==> src/rtl/servo_pwm_gen.sv <==
// servo_pwm_gen: dual-channel 50 Hz servo PWM generator.
// Each frame is FRAME_UNITS units long, and each unit is UNIT_TICKS clocks.
// The 8-bit commands (pulse width in units, 0 = no pulse, clamped to
// MAX_CMD) are sampled only at frame boundaries, so a pulse is never
// truncated or stretched in the middle of a frame.
//
// Ports:
//   clk         system clock
//   rst         asynchronous active-low reset
//   enable      1 = generate frames; 0 = outputs low, counters held at 0
//   servo_l     left command, pulse = servo_l * UNIT_TICKS cycles
//   servo_r     right command, same encoding
//   pwm_l       left PWM pin (registered)
//   pwm_r       right PWM pin (registered)
//   frame_start one-cycle strobe on the first cycle of each frame
//   busy        high while a frame is running
module servo_pwm_gen #(
   parameter int unsigned UNIT_TICKS  = 1000,
   parameter int unsigned FRAME_UNITS = 2000,
   parameter int unsigned MAX_CMD     = 250
) (
   input  logic       clk,
   input  logic       rst,
   input  logic       enable,
   input  logic [7:0] servo_l,
   input  logic [7:0] servo_r,
   output logic       pwm_l,
   output logic       pwm_r,
   output logic       frame_start,
   output logic       busy
);

   localparam int unsigned PW = $clog2(UNIT_TICKS);
   localparam int unsigned UW = $clog2(FRAME_UNITS);

   localparam logic [PW-1:0] PRESC_LAST = PW'(UNIT_TICKS - 1);
   localparam logic [UW-1:0] UNIT_LAST  = UW'(FRAME_UNITS - 1);
   localparam logic [7:0]    CMD_MAX    = 8'(MAX_CMD);

   typedef enum logic {
      S_IDLE = 1'b0,
      S_RUN  = 1'b1
   } state_t;

   state_t        r_state;
   logic [PW-1:0] r_presc;
   logic [UW-1:0] r_unit;
   logic [7:0]    r_lat_l;
   logic [7:0]    r_lat_r;

   state_t        w_state_nx;
   logic [PW-1:0] w_presc_nx;
   logic [UW-1:0] w_unit_nx;
   logic [7:0]    w_lat_l_nx;
   logic [7:0]    w_lat_r_nx;
   logic          w_run_nx;
   logic          w_fs_nx;
   logic          w_pwm_l_nx;
   logic          w_pwm_r_nx;
   logic [7:0]    w_clamp_l;
   logic [7:0]    w_clamp_r;

   // Command clamp, applied whenever a command is latched
   assign w_clamp_l = (servo_l > CMD_MAX) ? CMD_MAX : servo_l;
   assign w_clamp_r = (servo_r > CMD_MAX) ? CMD_MAX : servo_r;

   // Next-state logic for the counters, latched commands and strobe
   always_comb begin
      w_state_nx = r_state;
      w_presc_nx = r_presc;
      w_unit_nx  = r_unit;
      w_lat_l_nx = r_lat_l;
      w_lat_r_nx = r_lat_r;
      w_fs_nx    = 1'b0;

      if (r_state == S_IDLE) begin
         w_presc_nx = '0;
         w_unit_nx  = '0;
         if (enable) begin
            w_state_nx = S_RUN;
            w_lat_l_nx = w_clamp_l;
            w_lat_r_nx = w_clamp_r;
            w_fs_nx    = 1'b1;
         end
      end else begin
         if (!enable) begin
            // Abort immediately; latched values are kept but unused
            w_state_nx = S_IDLE;
            w_presc_nx = '0;
            w_unit_nx  = '0;
         end else if (r_presc == PRESC_LAST) begin
            w_presc_nx = '0;
            if (r_unit == UNIT_LAST) begin
               // Frame boundary: restart and resample commands
               w_unit_nx  = '0;
               w_lat_l_nx = w_clamp_l;
               w_lat_r_nx = w_clamp_r;
               w_fs_nx    = 1'b1;
            end else begin
               w_unit_nx = r_unit + UW'(1);
            end
         end else begin
            w_presc_nx = r_presc + PW'(1);
         end
      end

      w_run_nx   = (w_state_nx == S_RUN);
      // Pins are computed from next-state values so they rise with frame_start
      w_pwm_l_nx = w_run_nx & (w_unit_nx < UW'(w_lat_l_nx));
      w_pwm_r_nx = w_run_nx & (w_unit_nx < UW'(w_lat_r_nx));
   end

   // State and output registers
   always_ff @(posedge clk or negedge rst) begin
      if (!rst) begin
         r_state     <= S_IDLE;
         r_presc     <= '0;
         r_unit      <= '0;
         r_lat_l     <= '0;
         r_lat_r     <= '0;
         pwm_l       <= 1'b0;
         pwm_r       <= 1'b0;
         frame_start <= 1'b0;
         busy        <= 1'b0;
      end else begin
         r_state     <= w_state_nx;
         r_presc     <= w_presc_nx;
         r_unit      <= w_unit_nx;
         r_lat_l     <= w_lat_l_nx;
         r_lat_r     <= w_lat_r_nx;
         pwm_l       <= w_pwm_l_nx;
         pwm_r       <= w_pwm_r_nx;
         frame_start <= w_fs_nx;
         busy        <= w_run_nx;
      end
   end

endmodule

==> config.mk <==
export PLATFORM = sky130hd
export DESIGN_NAME = servo_pwm_gen
export DESIGN_NICKNAME = d
export VERILOG_FILES = /design/src/rtl/servo_pwm_gen.sv
export SDC_FILE = /design/constraint.sdc
export NUM_CORES = 1
export LEC_CHECK = 0
export ABC_CLOCK_PERIOD_IN_PS = 4000
export BUFFER_PORTS_ARGS = -buffer_cell sky130_fd_sc_hd__buf_2
export CORE_MARGIN = 2
export CORE_UTILIZATION = 35
export DETAILED_ROUTE_END_ITERATION = 16
export HOLD_SLACK_MARGIN = 0.15
export MAX_ROUTING_LAYER = met4
export REMOVE_ABC_BUFFERS = 1
export SYNTH_ARGS = -nofsm -noshare
export SYNTH_HDL_FRONTEND = slang
export SYNTH_SLANG_ARGS = --single-unit
==> constraint.sdc <==
create_clock -name clk -period 4 [get_ports clk]
set_input_delay 0.8 -clock clk [delete_from_list [all_inputs] [get_ports clk]]
set_output_delay 0.8 -clock clk [all_outputs]
set_load 0.01 [all_outputs]
# ---- After elaboration in Yosys (flattened, before gate mapping)
# Cells that the tools add are included.
dict set report totals {
  output_inout_bits 4
  wordCells 42
  inputBits 19
  latchBits 0
  reg_bits 41
  n_memories 0
  romBits 0
  ram_bits 0
}
dict set report op_classes {
  div 0
  n_mux 24
  n_reduce_logical 0
  addsub 2
  n_bitwise 2
  n_mul 0
  n_eq_ne 2
  n_shift 0
  order_cmp 4
}
# operator n
set ops {}
lappend ops {{$mux 8} 12}
lappend ops {{$mux 11} 4}
lappend ops {{$mux 10} 3}
lappend ops {{$lt 11x8->1} 2}
lappend ops {{$gt 8x8->1 const B} 2}
lappend ops {{$add 11x1->11 const B} 1}
lappend ops {{$eq 11x11->1 const B} 1}
lappend ops {{$add 10x1->10 const B} 1}
lappend ops {{$eq 10x10->1 const B} 1}
lappend ops {{$mux 1} 5}
lappend ops {{$and 1x1->1} 2}

# ---- Logic depth before layout (Yosys ltp)
# Gate-level depths: netlist (run 1).
dict set report logic_depth {
  ltp_word 8
  depth_mapped 17
  depth_no_buf 14
}

# ---- Least setup slack after synthesis (run 1)
# No wires, ideal clock.
dict set report synth_path {
  path_type {register -> register}
  start {register r_presc[0]}
  end {register pwm_l}
  path_buffers 2
  arrival_ps 3183
  synth_period_minus_slack_ps 3277
  stages_incl_launch_ff 17
  slack_ps 723
  cell_sequence {dfrtp_1 ha_1 nand2_1 or4_4 buf_6 o41ai_4 nand2_4 inv_6 buf_12 mux2_2 inv_1 ha_1 and4_1 nor2b_1 o21ai_0 nand2b_1 a211oi_1}
}
dict set report synth_via {
  elab_chain_len 6
  word_cells_on_any_way 9
  classes_between {order compare (1); eq/ne (1); mux (6); bitwise (1)}
}
# item line
set synth_rtl {}
lappend synth_rtl {{start, declared} 46} ;# logic [PW-1:0] r_presc;
lappend synth_rtl {{start signal, assigned} 127} ;# r_presc <= w_presc_nx;
lappend synth_rtl {{$eq 10x10->1} 91} ;# end else if (r_presc == PRESC_LAST) begin
lappend synth_rtl {{$mux 8} 91}
lappend synth_rtl {{$mux 8} 86} ;# if (!enable) begin
lappend synth_rtl {{$mux 8} 76} ;# if (r_state == S_IDLE) begin
lappend synth_rtl {{net w_lat_l_nx[6]} 54} ;# logic [7:0] w_lat_l_nx;
lappend synth_rtl {{$lt 11x8->1} 109} ;# w_pwm_l_nx = w_run_nx & (w_unit_nx < UW'(w_lat_l_nx));
lappend synth_rtl {{$and 1x1->1} 109}
lappend synth_rtl {{net w_pwm_l_nx} 58} ;# logic w_pwm_l_nx;
lappend synth_rtl {{end signal, assigned} 131} ;# pwm_l <= w_pwm_l_nx;
lappend synth_rtl {{end, declared} 27} ;# output logic pwm_l,
# The timed path passes the listed nets, and every way through them passes these cells.

# ---- Final worst setup path (run 1)
dict set report layout_path {
  start {register r_presc[0]}
  end {register pwm_r}
}
dict set report layout_via {
  elab_chain_len 6
  word_cells_on_any_way 9
  classes_between {order compare (1); eq/ne (1); mux (6); bitwise (1)}
}
# item line
set layout_rtl {}
lappend layout_rtl {{$eq 10x10->1} 91}
lappend layout_rtl {{$mux 8} 91}
lappend layout_rtl {{$mux 8} 86}
lappend layout_rtl {{$mux 8} 76}
lappend layout_rtl {{net w_lat_r_nx[6]} 55} ;# logic [7:0] w_lat_r_nx;
lappend layout_rtl {{$lt 11x8->1} 110} ;# w_pwm_r_nx = w_run_nx & (w_unit_nx < UW'(w_lat_r_nx));
lappend layout_rtl {{$and 1x1->1} 110}
lappend layout_rtl {{net w_pwm_r_nx} 59} ;# logic w_pwm_r_nx;
lappend layout_rtl {{end signal, assigned} 132} ;# pwm_r <= w_pwm_r_nx;
lappend layout_rtl {{end, declared} 28} ;# output logic pwm_r,
# The timed path passes the listed nets, and every way through them passes these cells.

==> key figures, run 1 <==
STA
  – Slew HR: 38.7%
  – Worst-Margin Slew: 920 ps
  – Hold Vio Cnt, Final: 0
  – Tmin final: 3550 ps
  – Clock Skew: 5.72 ps
  – Fin crit share: 88.9%
  – Setup violations, final: 0
  – Total negative setup slack: 0 ps
  – Slack of the critical path: 446 ps
  – Max Clk Rate: 281 MHz
  – RSZ-0062 raised after global routing: false
  – Final Max Tran Viols: 0
  – Hold WS: 482 ps

Critical path
  – Slowest cell on the critical path: or4_4
  – Cell family with the largest share of critical-path delay: simple AND/OR/NAND/NOR gates
  – Crit. End Element: flop
  – Worst-path fanout max: 25
  – Crit path top cell by count: ha_1
  – CP peak stage delay: 490 ps
  – Critical path required time: 4200 ps
  – Critical path startpoint category: flop
  – Crit path buffers/inverters: 2
  – Critical-path cell list: ha_1, nand2_1, or4_4, o41ai_4, nand2_4, inv_6, mux2_2, inv_1, ha_1, and4_1, nor2b_1, o21ai_0, nand2b_1, a211oi_1
  – Critical path type: flop to flop
  – Crit path DAT: 3750 ps

Power and ir drop
  – Power per cell area: 340 nW/µm²
  – Leak: 1.22 nW
  – Overall Power: 0.000898 W
  – Peak VDD IR: 0.117 mV

Synthesis
  – Yosys top cell area share: 43.5%
  – Register area share after synthesis: 43.5%
  – Cell count after synthesis: 240
  – Post-synth cell types: 41
  – Synth Register Bits: 41
  – Syn_area_per_cell: 9.83 µm²
  – Area of the mapped netlist: 2360 µm²
  – Top cells by area, synth: dfrtp_1 (44%), ha_1 (8.5%), nor2_1 (4.0%), nand3_1 (3.8%), mux2_2 (3.3%)
  – YS warnings: 0
  – Cell type with the highest aggregate area in the netlist: dfrtp_1

GRT
  – Vias in the first global route: 1760
  – First-pass GRT wire length: 8540 µm
  – Largest net degree at the start of global routing: 42
  – Initial antenna violation count: 0
  – GRT Total Usage: 15.2%
  – GRT Residual Overflow: 0

Run
  – Max Cap Viol: 0

Floorplan
  – DIE HEIGHT: 86.1 µm
  – # IOs: 23
  – Die area: 7410 µm²
  – Die width: 86.1 µm
  – Core area: 6420 µm²
  – Floorplan row count: 29
  – Initial Util: 36.7%

CTS
  – Postcts setup bufs: 0
  – Hold-fix buffers, CTS: 0
  – Clock-pin slew on the worst setup and hold paths: 80 ps
  – # resized after CTS: 0
  – CTS tree: yes
  – Clk_lat worst skew: 290 ps
  – Bufs on Longest Clock Path: 2
  – Total CTS buffers: 5
  – Clk sink count: 41
  – Clk root buf: clkbuf_8
  – H-tree depth: 2

Routing
  – ANT nets after route: 0
  – Initial DRC count: 102
  – Drt wl/cell: 14.4 µm
  – Pre-antenna DRT Iters: 4
  – DR top layer: met4
  – Total wire length: 4930 µm
  – Via density: 5.21
  – Total number of vias: 1786
  – Met2 routed WL: 2280 µm
  – DRC viols: 0
  – Met3 wire length: 156 µm
  – Met1 Wirelength: 2450 µm

Layout
  – Post-Layout Inst Area: 2640 µm²
  – Multi-input gate area: 1220 µm²
  – Layout fillers: 634
  – Area grow syn2layout: 12.0%
  – Commonest non-fill, non-tap cell in the layout: dfrtp_1
  – Fin nets: 300
  – Antenna Cells: 0
  – Share of layout cells above drive strength 1: 16.5%
  – Most frequent cells in the layout: dfrtp_1 (41), nor2_1 (25), buf_2 (22), nand3_1 (18), nand2_1 (17)
  – Reg area: 1030 µm²

Placement
  – Post-DP HPWL: 3720 µm
  – PortBufs: 22
  – Final GP Congestion: 0.813
  – Area after DPL: 2530 µm²
  – Worst slack at placement: 472 ps

Status
  – Status: complete, no violations

Hold path
  – Worst hold path type: flop to flop
==> state kept, by name, summed over array words and instances (netlist names) <==
name and count:
r_presc 10, pwm_r 1, frame_start 1, r_lat_l 8
r_state 1, r_unit 11, pwm_l 1, r_lat_r 8
==> area by class of cell <==
type	instances	share of cell area (%)
Clock inverter	1	1.14
Clock buffer	7	3.27
Inverter	17	2.60
Timing Repair Buffer	23	4.45
Multi-Input combinational cell	177	46.1
Tap cell	77	3.65
Sequential cell	41	38.8
==> worst paths after layout <==
check / from / endpoint / slack, ps / cells past startpoint
min: r_lat_r[2] / r_lat_r[2] / 480 / 1
min reg2reg: r_lat_r[2] / r_lat_r[2] / 480 / 1
max reg2reg: r_presc[0] / pwm_r / 450 / 14
max in group asynchronous: rst / r_unit[5] / 2790 / 1
max: r_presc[0] / pwm_r / 450 / 14
min in group asynchronous: rst / r_presc[6] / 640 / 1
==> cell usage after synthesis (all sizes together) <==
cell type and number:
buf 3, and3b 2, nor2b 2, nor4b 1, a31oi 2, or3 4
nand4bb 1, nand2 18, mux2i 4, o41ai 3, or3b 1, inv 17
o21ai 14, xor2 9, and4 4, a2111oi 1, and3 3, nand2b 3
o21a 2, o2111a 1, or4 1, nor2 25, nor3 4, dfrtp 41
a21o 3, a21oi 15, o31ai 1, a211oi 2, clkbuf 2, nand4 3
nor4 1, nand3 18, mux2 7, xnor2 6, ha 16
==> through the flow <==
| stage | cells | utilization (%) |
|---|---|---|
| after floorplan | 235 | - |
| after global placement | 335 | 39.3 |
| after detailed placement | 335 | 39.3 |
| after CTS | 343 | 41.1 |
| after global routing | 343 | 41.1 |
| final | 343 | 41.1 |
==> logic make-up (layout without fill, tap and decap cells) <==
kind of cell | Yosys count | in the layout | synth area share (%)
AOI/OAI and AO/OA | 44 | 44 | 12.0
xor gates and xnor gates | 15 | 15 | 5.57
adders and majority gates | 16 | 16 | 8.49
buffers and inverters | 22 | 48 | 4.88
DFF | 41 | 41 | 43.5
muxes | 11 | 11 | 5.04
and+or+nand+nor | 91 | 91 | 20.5
==> power breakdown <==
group | switching, W | leakage (nW) | total, W | internal (W)
sequential | 0.0000111 | 0.529 | 0.000451 | 0.000440
combinational | 0.0000572 | 0.635 | 0.000101 | 0.0000433
clock | 0.000144 | 0.0585 | 0.000347 | 0.000204
total | 0.000212 | 1.22 | 0.000898 | 0.000687
==> routing by layer <==
metal	up-vias	global-route usage, %
met3	5	3.56
met5	-	-
met4	0	3.46
met2	30	23.0
met1	855	20.8
li1	896	-
No activity file was read; power rests on OpenSTA's default activity.
==> run 2, diff against run 1 <==
BUFFER_PORTS_ARGS = unset   (was -buffer_cell sky130_fd_sc_hd__buf_2)
DONT_BUFFER_PORTS = 1   (was unset)
==> run 2 against run 1 <==
  * Combinational power down 24%
  * Maximum frequency increased by 0.91%
  * Critical endpoint unchanged
  * Clock skew is 0.77 ps lower
  * Cell count decreased by 6.4%
  * Largest power group unchanged
  * Utilization shrank 1.4 points
  * Highest routed layer unchanged
  * Non-clock buffer count decreased by 22
  * First-iteration DRC count is 7.8% lower
  * Sequential power hardly changed
  * Register-to-register slack improved by 30 ps
==> key figures, run 2 (synthesis results as in run 1) <==
Critical path
  – Slowest cell on the critical path: or4_4
  – Critical-path cell list: ha_1, nand2_1, or4_4, o41ai_4, nand2_4, inv_6, mux2_2, inv_1, ha_1, and4_1, nor2b_1, o21ai_0, nand2b_1, a211oi_1
  – Worst-path fanout max: 25 (unchanged)
  – Crit path top cell by count: ha_1
  – Crit. End Element: flop
  – CP peak stage delay: 500 ps (about the same)
  – Crit path DAT: 3720 ps (-30 ps)
  – Critical path required time: 4200 ps (about the same)
  – Critical path startpoint category: flop
  – Critical path type: flop to flop

STA
  – Hold Vio Cnt, Final: 0 (unchanged)
  – Total negative setup slack: 0 ps (unchanged)
  – RSZ-0062 raised after global routing: false
  – Hold WS: 199 ps (-283 ps)
  – Tmin final: 3520 ps (-32.1 ps)
  – Clock Skew: 4.95 ps (-0.768 ps)
  – Slew HR: 53.2% (+15 points)
  – Final Max Tran Viols: 0 (unchanged)
  – Setup violations, final: 0 (unchanged)
  – Max Clk Rate: 284 MHz (+0.91%)
  – Fin crit share: 88.0% (-0.80 points)
  – Worst-Margin Slew: 684 ps (-236 ps)

Run
  – Max Cap Viol: 0 (unchanged)

Hold path
  – Worst hold path type: primary input to asynchronous set/reset pin

Routing
  – Via density: 5.30 (+1.8%)
  – DRC viols: 0 (unchanged)
  – ANT nets after route: 0 (unchanged)
  – Initial DRC count: 94 (-7.8%)
  – Drt wl/cell: 14.9 µm (+3.5%)
  – Pre-antenna DRT Iters: 4 (unchanged)
  – Total number of vias: 1702 (-4.7%)
  – Total wire length: 4770 µm (-3.1%)

Floorplan
  – Initial Util: 36.7% (unchanged)
  – Die width: 86.1 µm (unchanged)
  – DIE HEIGHT: 86.1 µm (unchanged)
  – Floorplan row count: 29 (unchanged)
  – Die area: 7410 µm² (unchanged)
  – # IOs: 23 (unchanged)
  – Core area: 6420 µm² (unchanged)

CTS
  – Hold-fix buffers, CTS: 0 (unchanged)
  – Clk_lat worst skew: 290 ps (about the same)
  – H-tree depth: 2 (unchanged)
  – Total CTS buffers: 5 (unchanged)
  – Clk sink count: 41 (unchanged)
  – Clk root buf: clkbuf_8
  – CTS tree: yes
  – # resized after CTS: 0 (unchanged)
  – Clock-pin slew on the worst setup and hold paths: 80 ps (about the same)
  – Postcts setup bufs: 0 (unchanged)
  – Bufs on Longest Clock Path: 2 (unchanged)

GRT
  – First-pass GRT wire length: 8280 µm (-3.0%)
  – Vias in the first global route: 1714 (-2.6%)
  – Largest net degree at the start of global routing: 42 (unchanged)
  – GRT Residual Overflow: 0 (unchanged)
  – Initial antenna violation count: 0 (unchanged)
  – GRT Total Usage: 14.6% (-0.65 points)

Layout
  – Share of layout cells above drive strength 1: 9.43% (-7.1 points)
  – Fin nets: 278 (-7.3%)
  – Most frequent cells in the layout: dfrtp_1 (41), nor2_1 (25), nand3_1 (18), nand2_1 (17)
  – Biggest regs: r_unit (11), r_presc (10)
  – Number of flip-flops in the largest register: 11 (unchanged)
  – Area grow syn2layout: 8.12%
  – Commonest non-fill, non-tap cell in the layout: dfrtp_1
  – Top reg by flops: r_unit
  – Reg area: 1030 µm² (unchanged)
  – Layout fillers: 635 (+0.16%)
  – Multi-input gate area: 1220 µm² (unchanged)
  – Antenna Cells: 0 (unchanged)
  – Utilization after layout: 39.7% (-1.4 points)

Power and ir drop
  – Comb power frac: 8.4% (-2.8 points)
  – Clock network power share: 42.4% (+3.8 points)
  – Part of the power in registers: 49.2% (-1.0 points)
  – Peak VDD IR: 0.191 mV (+63%)
  – Net Switching: 0.000196 W (-7.6%)
  – Leak: 1.15 nW (-6.4%)
  – Pint: 0.000723 W (+5.3%)
  – Sw Share: 21.3% (-2.3 points)
  – Power per cell area: 360 nW/µm² (+6.0%)

Placement
  – Final GP Congestion: 0.854 (+5.1%)
  – PortBufs: 0 (-100%)
  – Post-DP HPWL: 3630 µm (-2.4%)

Status
  – Status: complete, no violations
-- run 2: cell count changes in the layout (fill, tap and decap cells not counted), sizes merged --
| cell | delta |
|---|---|
| clkinv | +1 |
| bufinv | +1 |
| clkbuf | -2 |
| buf | -22 |
-- run 2: final timing paths --
kind                       slack [ps]  cells past startpoint       start          to
max in group asynchronous        3710                      0         rst   r_unit[9]
min                               200                      0         rst  r_presc[6]
min in group clk                  490                      1  r_lat_r[2]  r_lat_r[2]
max                               480                     14  r_presc[0]       pwm_r
min reg2reg                       490                      1  r_lat_r[2]  r_lat_r[2]
max reg2reg                       480                     14  r_presc[0]       pwm_r
-- run 2: metal layers --
metal  vias to the layer above  wire length (µm)  GRT usage (%)  part of all wire [%]
met5                         -                 0              -                     0
met4                         0                97           5.05                   2.0
met3                         8               188           3.27                   3.9
met2                        30              2150           21.4                    45
met1                       809              2330           19.9                    49
li1                        855                 -              -                     -
-- run 2: power groups by stage --
stage           logic, W  clock network, W  registers, W
6_report       0.0000768          0.000390      0.000453
3_5_place_dp   0.0000769                 0      0.000461
2_1_floorplan  0.0000623                 0      0.000457
5_1_grt        0.0000890          0.000421      0.000455
4_1_cts        0.0000779          0.000406      0.000453
3_3_place_gp   0.0000757                 0      0.000461
-- run 2: stage by stage --
| stage | instance area (µm²) | setup WS [ps] | power [W] | instances |
|---|---|---|---|---|
| detailed placement | 2420 | 487 | 0.000538 | 313 |
| CTS | 2550 | 469 | 0.000937 | 321 |
| global placement | 2420 | 548 | 0.000536 | 313 |
| floorplan | 2310 | 733 | 0.000519 | 235 |
| global route | 2550 | 244 | 0.000965 | 321 |
| finish | 2550 | 478 | 0.000919 | 321 |
-- run 2: critical path, delay by kind of cell (launching register included) --
family | cells | cell delay [ps]
AND/OR/NAND/NOR | 6 | 1170
AO/OA/AOI/OAI | 3 | 780
adder cells (fa/ha/maj) | 2 | 490
flip-flops | 1 | 390
multiplexers | 1 | 370
buffers and inverters | 2 | 240
-- run 2: final cells by class --
cell class	instances	area share, %
inverter	17	2.70
tap	77	3.78
sequential	41	40.2
multi-input combinational	177	47.7
clock buffer	5	2.70
clock inverter	3	2.55
timing repair buffer	1	0.294
